File: config.mk
export PLATFORM = sky130hd
export DESIGN_NAME = piso_serializer
export DESIGN_NICKNAME = d
export VERILOG_FILES = /design/src/rtl/base_pkg.sv /design/src/rtl/mod_counter.sv /design/src/rtl/piso_serializer.sv
export SDC_FILE = /design/constraint.sdc
export NUM_CORES = 1
export LEC_CHECK = 0
export ABC_AREA = 1
export CORE_UTILIZATION = 48
export DETAILED_ROUTE_END_ITERATION = 8
export PLACE_DENSITY = 0.73
export SLEW_MARGIN = 20
export SYNTH_ARGS = -nofsm -noshare
export SYNTH_HDL_FRONTEND = slang
export SYNTH_SLANG_ARGS = --single-unit
File: constraint.sdc
create_clock -name i_clk -period 2 [get_ports i_clk]
set_input_delay 0.2 -clock i_clk [delete_from_list [all_inputs] [get_ports i_clk]]
set_output_delay 0.2 -clock i_clk [all_outputs]
set_load 0.02 [all_outputs]
File: src/rtl/base_pkg.sv
`default_nettype none
// ============================================================================
// Module   : base_pkg
// Brief    : Shared FSM state encoding and counter sizing for base components.
// Revision : 1.0
// ============================================================================
package base_pkg;

  typedef enum logic [0:0] {
    ST_IDLE  = 1'b0,
    ST_SHIFT = 1'b1
  } state_t;

  // Bits needed to count 0..modulus-1; never below one bit.
  function automatic int cnt_width(input int modulus);
    return (modulus <= 2) ? 1 : $clog2(modulus);
  endfunction

endpackage
`default_nettype wire

File: src/rtl/mod_counter.sv
`default_nettype none
// ============================================================================
// Module   : mod_counter
// Brief    : Modulo-MODULUS up-counter with enable, sync clear and terminal flag.
// Revision : 1.0
// ============================================================================
module mod_counter #(
  parameter int MODULUS = 8,
  parameter int CW      = 3
) (
  input  logic          i_clk,
  input  logic          i_rst,
  input  logic          i_en,
  input  logic          i_clr,
  output logic [CW-1:0] o_count,
  output logic          o_tc
);

  localparam logic [CW-1:0] c_TERM = CW'(MODULUS - 1);

  logic [CW-1:0] r_count;

  // Out-of-range values behave as terminal so the counter always recovers.
  assign o_tc    = (r_count >= c_TERM);
  assign o_count = r_count;

  always_ff @(posedge i_clk) begin
    if (i_rst) begin
      r_count <= '0;
    end else if (i_en) begin
      if (i_clr || o_tc) begin
        r_count <= '0;
      end else begin
        r_count <= r_count + CW'(1);
      end
    end
  end

endmodule
`default_nettype wire

File: src/rtl/piso_serializer.sv
`default_nettype none
// ============================================================================
// Module   : piso_serializer
// Brief    : Valid/ready word input, one framed serial bit per enabled clock.
// Revision : 1.0
// ============================================================================
module piso_serializer
  import base_pkg::*;
#(
  parameter int WIDTH     = 8,
  parameter bit MSB_FIRST = 1'b1
) (
  input  logic             i_clk,
  input  logic             i_rst,
  input  logic             i_en,
  input  logic [WIDTH-1:0] i_data,
  input  logic             i_valid,
  output logic             o_ready,
  output logic             o_sdata,
  output logic             o_svalid,
  output logic             o_first,
  output logic             o_last
);

  localparam int              c_CW      = cnt_width(WIDTH);
  localparam logic [c_CW-1:0] c_LAST_M1 = c_CW'(WIDTH - 2);

  state_t           r_state;
  state_t           w_state_nxt;
  logic [WIDTH-1:0] r_shreg;
  logic             r_sdata;
  logic             r_svalid;
  logic             r_first;
  logic             r_last;
  logic [c_CW-1:0]  w_count;
  logic             w_tc;
  logic             w_ready;
  logic             w_accept;
  logic             w_cnt_clr;
  logic             w_load_bit;
  logic [WIDTH-1:0] w_load_rest;
  logic             w_next_bit;
  logic [WIDTH-1:0] w_next_rest;

  assign w_ready   = i_en && !i_rst &&
                     ((r_state == ST_IDLE) || ((r_state == ST_SHIFT) && w_tc));
  assign w_accept  = i_valid && w_ready;
  assign w_cnt_clr = w_accept || (r_state == ST_IDLE);

  mod_counter #(
    .MODULUS (WIDTH),
    .CW      (c_CW)
  ) u_bit_cnt (
    .i_clk   (i_clk),
    .i_rst   (i_rst),
    .i_en    (i_en),
    .i_clr   (w_cnt_clr),
    .o_count (w_count),
    .o_tc    (w_tc)
  );

  // The shift register always holds the not-yet-sent bits aligned to the output end.
  generate
    if (MSB_FIRST) begin : g_msb_first
      assign w_load_bit  = i_data[WIDTH-1];
      assign w_load_rest = {i_data[WIDTH-2:0], 1'b0};
      assign w_next_bit  = r_shreg[WIDTH-1];
      assign w_next_rest = {r_shreg[WIDTH-2:0], 1'b0};
    end else begin : g_lsb_first
      assign w_load_bit  = i_data[0];
      assign w_load_rest = {1'b0, i_data[WIDTH-1:1]};
      assign w_next_bit  = r_shreg[0];
      assign w_next_rest = {1'b0, r_shreg[WIDTH-1:1]};
    end
  endgenerate

  always_comb begin
    w_state_nxt = r_state;
    if (w_accept) begin
      w_state_nxt = ST_SHIFT;
    end else if ((r_state == ST_SHIFT) && w_tc) begin
      w_state_nxt = ST_IDLE;
    end
  end

  always_ff @(posedge i_clk) begin
    if (i_rst) begin
      r_state <= ST_IDLE;
    end else if (i_en) begin
      r_state <= w_state_nxt;
    end
  end

  always_ff @(posedge i_clk) begin
    if (i_rst) begin
      r_shreg  <= '0;
      r_sdata  <= 1'b0;
      r_svalid <= 1'b0;
      r_first  <= 1'b0;
      r_last   <= 1'b0;
    end else if (i_en) begin
      if (w_accept) begin
        r_shreg  <= w_load_rest;
        r_sdata  <= w_load_bit;
        r_svalid <= 1'b1;
        r_first  <= 1'b1;
        r_last   <= 1'b0;
      end else if ((r_state == ST_SHIFT) && !w_tc) begin
        r_shreg  <= w_next_rest;
        r_sdata  <= w_next_bit;
        r_svalid <= 1'b1;
        r_first  <= 1'b0;
        r_last   <= (w_count == c_LAST_M1);
      end else begin
        r_sdata  <= 1'b0;
        r_svalid <= 1'b0;
        r_first  <= 1'b0;
        r_last   <= 1'b0;
      end
    end
  end

  assign o_ready  = w_ready;
  assign o_sdata  = r_sdata;
  assign o_svalid = r_svalid;
  assign o_first  = r_first;
  assign o_last   = r_last;

endmodule
`default_nettype wire

==> metrics.md <==
| Metric | Value |
|---|---|
| Most frequent cell after synthesis | `nand2_1` |
| Boundary Pins | `17` |
| Synthesis-to-finish area growth | `28.87%` |
| Clock buffer depth | `2` |
| Vias in the first global route | `672` |
| Clock Latency Late Sink | `280 ps` |
| ANT cells | `0` |
| Peak supply drop | `356.9 uV` |
| Leading cell types by count after synthesis | `nand2_1 (35), nor2_1 (16), dfxtp_1 (15)` |
| DR iter-0 viols | `30` |
| Setup Crit Path Kind | `reg2out` |
| Max Freq | `0.5581 GHz` |
| Root Driver | `clkbuf_4` |
| CTS buffer count | `3` |
| CTS Sinks | `15` |
| Detail Route Antenna Nets | `0` |
| Clock Skew | `1.017 ps` |
| Vias per std cell | `5.026` |
| Distinct cells, synth | `17` |
| Power, Total | `623.4 uW` |
| LEAKAGE | `0.4835 nW` |
| Pre-CTS setup slack | `221.8 ps` |
| Post-route cell area | `988.4 um^2` |
| Floorplan die width | `41.98 um` |
| Sequential element share of the synthesized area | `39.15%` |
| Pwr/cell area | `630.7 nW/um^2` |
| Residual DRC | `0` |
| Filler cell count | `146` |
| CP arrival | `1590 ps` |
| Final Wtd Congestion | `0.8236` |
| Top_reg_cell synth | `dfxtp_1` |
| Leading area contributor after synthesis | `dfxtp_1` |
| Data required, critical path | `1800 ps` |
| Synthesized cell area | `767.0 um^2` |
| Top cells by area, synth | `dfxtp_1 (39%), nand2_1 (17%), nor2_1 (7.8%), inv_1 (6.4%), nand4_1 (5.7%)` |
| Area of the multi-input gates | `386.6 um^2` |
| Largest net degree at the start of global routing | `15` |
| Tmin final | `1792 ps` |
| Detailed-route via count | `759` |
| DRT Wirelength | `1535 um` |
| First-pass iteration count of the detailed router | `4` |
| First-pass GRT wire length | `2635 um` |
| Gr usage total | `19.06%` |
| Final setup margin | `208.4 ps` |
| #FFs+latches synth | `15` |
| Clock slew at reported path FFs | `90 ps` |
| Die area | `1762 um^2` |
| Slew HR | `80.73%` |
| CORE AREA | `1506 um^2` |
| Final setup viols | `0` |
| # nets final | `151` |
| FF+latch area | `300.3 um^2` |
| Post-synthesis mux area share | `0%` |
| RSZ-0062 raised after global routing | `no` |
| Post-synth EDFFs | `0` |
| Max Cap Viol | `0` |
| Row count | `14` |
| Post-DP HPWL | `1089 um` |
| Remaining global-route overflow | `0` |
| Initial antenna violation count | `0` |
| Mean Syn Cell Area | `6.787 um^2` |
| H-tree Lvls | `1` |
| Compound-Gate Fraction of Synth Area | `7.667%` |
| Worst hold path type | `reg2reg` |
| Fraction of the mapped netlist area in adder cells | `4.894%` |
| Largest stage delay, worst path | `380 ps` |
| Worst-path cell chain | `ha_1 -> ha_1 -> nor2_1 -> nand2_1 -> inv_1 -> nor2_1 -> dlygate4sd2_1` |
| Period utilization | `89.58%` |
| CTS tree | `done` |
| Synth Instances | `113` |
| Post-Place Cell Area | `963.4 um^2` |
| Post-synth ARST share | `0%` |
| Largest family of logic cells by synthesized area | `simple AND/OR/NAND/NOR gates` |
| Synth warn | `0` |
| PortBufs | `16` |
| Synth Area in XOR/XNOR | `0%` |
| Simple-Gate Fraction of Synth Area | `37.85%` |
| Ratio of cells with drive above 1 in the final layout | `11.85%` |
| Routed wire per std cell | `10.17 um` |
| Post-route setup TNS | `0 ps` |
| CP max-delay cell | `dfxtp_1` |
| Final Slew Violations | `0` |
| Initial core utilization | `50.91%` |
| Die Ht | `41.98 um` |
| Final Hold Viols | `0` |
| Status | `finished, final reports clean` |
| Yosys top cell area share | `39.15%` |
| CP Capture Type | `output port` |
| Syn Nets | `128` |
| CP max FO | `4` |
| Crit start category | `flop` |
| Worst-Margin Slew | `288.1 ps` |
layer usage:
metal,global-route usage [%],vias up,wire length [um]
li1,-,398,-
met1,24.05,336,698
met2,30.00,19,719
met3,3.879,6,84
met4,10.97,0,33
met5,0,-,0
worst max-delay path: cells and delay by family (launching register included):
kind                     cells  cell delay [ps]
adder cells (fa/ha/maj)      2              290
buffers and inverters        2              400
flip-flops                   1              380
AND/OR/NAND/NOR              3              220
final timing paths:
check,from,cells past startpoint,endpoint,slack [ps]
max,u_bit_cnt.o_count[1]$_SDFFE_PP0P_,7,o_ready,210
min,o_first$_SDFFE_PP0P_,2,o_first$_SDFFE_PP0P_,470
max reg2reg,u_bit_cnt.o_count[0]$_SDFFE_PP0P_,10,r_shreg[5]$_SDFFE_PP0P_,340
min reg2reg,o_first$_SDFFE_PP0P_,2,o_first$_SDFFE_PP0P_,470
power by group:
group          internal, mW  switching, mW
Sequential            0.314        0.00684
Clock                0.0775         0.0984
Combinational        0.0575         0.0689
Total                 0.449          0.174
layout by cell type, fill, tap and decap left out, types with 3 or more instances in the layout:
master,count
o21ai_0,3
buf_4,5
clkbuf_4,3
nand3_1,3
inv_1,13
nand2_2,3
nand4_1,7
dfxtp_1,15
nand2_1,35
nor2_1,16
clkdlybuf4s50_1,15
ha_1,3
a21oi_1,7
what timing repair did:
action / 4_1_cts / 5_1_grt
endpoints found under the setup margin: 1 / 0
gates resized for setup: 1 / 0
buffers inserted: 0 / 0
hold buffers: 0 / 0
metrics by stage:
stage	utilization (%)	instances	hold slack, ps
after floorplan	-	113	269.1
after global placement	63.95	147	447.2
after detailed placement	63.95	147	452.5
after CTS	65.61	151	470.8
after global routing	65.61	151	492.2
final	65.61	151	471.5
area by class of cell:
cell class / count / share of cell area, %
well taps: 16 / 2.025
repair buffers: 21 / 19.87
inverters: 15 / 5.949
flip-flops and latches: 15 / 30.38
clock buffers: 4 / 2.658
multi-input cells: 80 / 39.11
kinds of logic (layout without fill, tap and decap cells):
kind of cell,Yosys count,count (layout)
simple gates,66,66
buf+inv,18,40
compound gates,11,11
flops,15,15
fa+ha+maj,3,3
registers in the layout, indices dropped and copies added (netlist names):
register	cells
o_svalid	1
r_state	1
o_first	1
r_shreg	7
u_bit_cnt.o_count	3
o_sdata	1
o_last	1
Note: power is estimated with default switching activity, not from simulation.
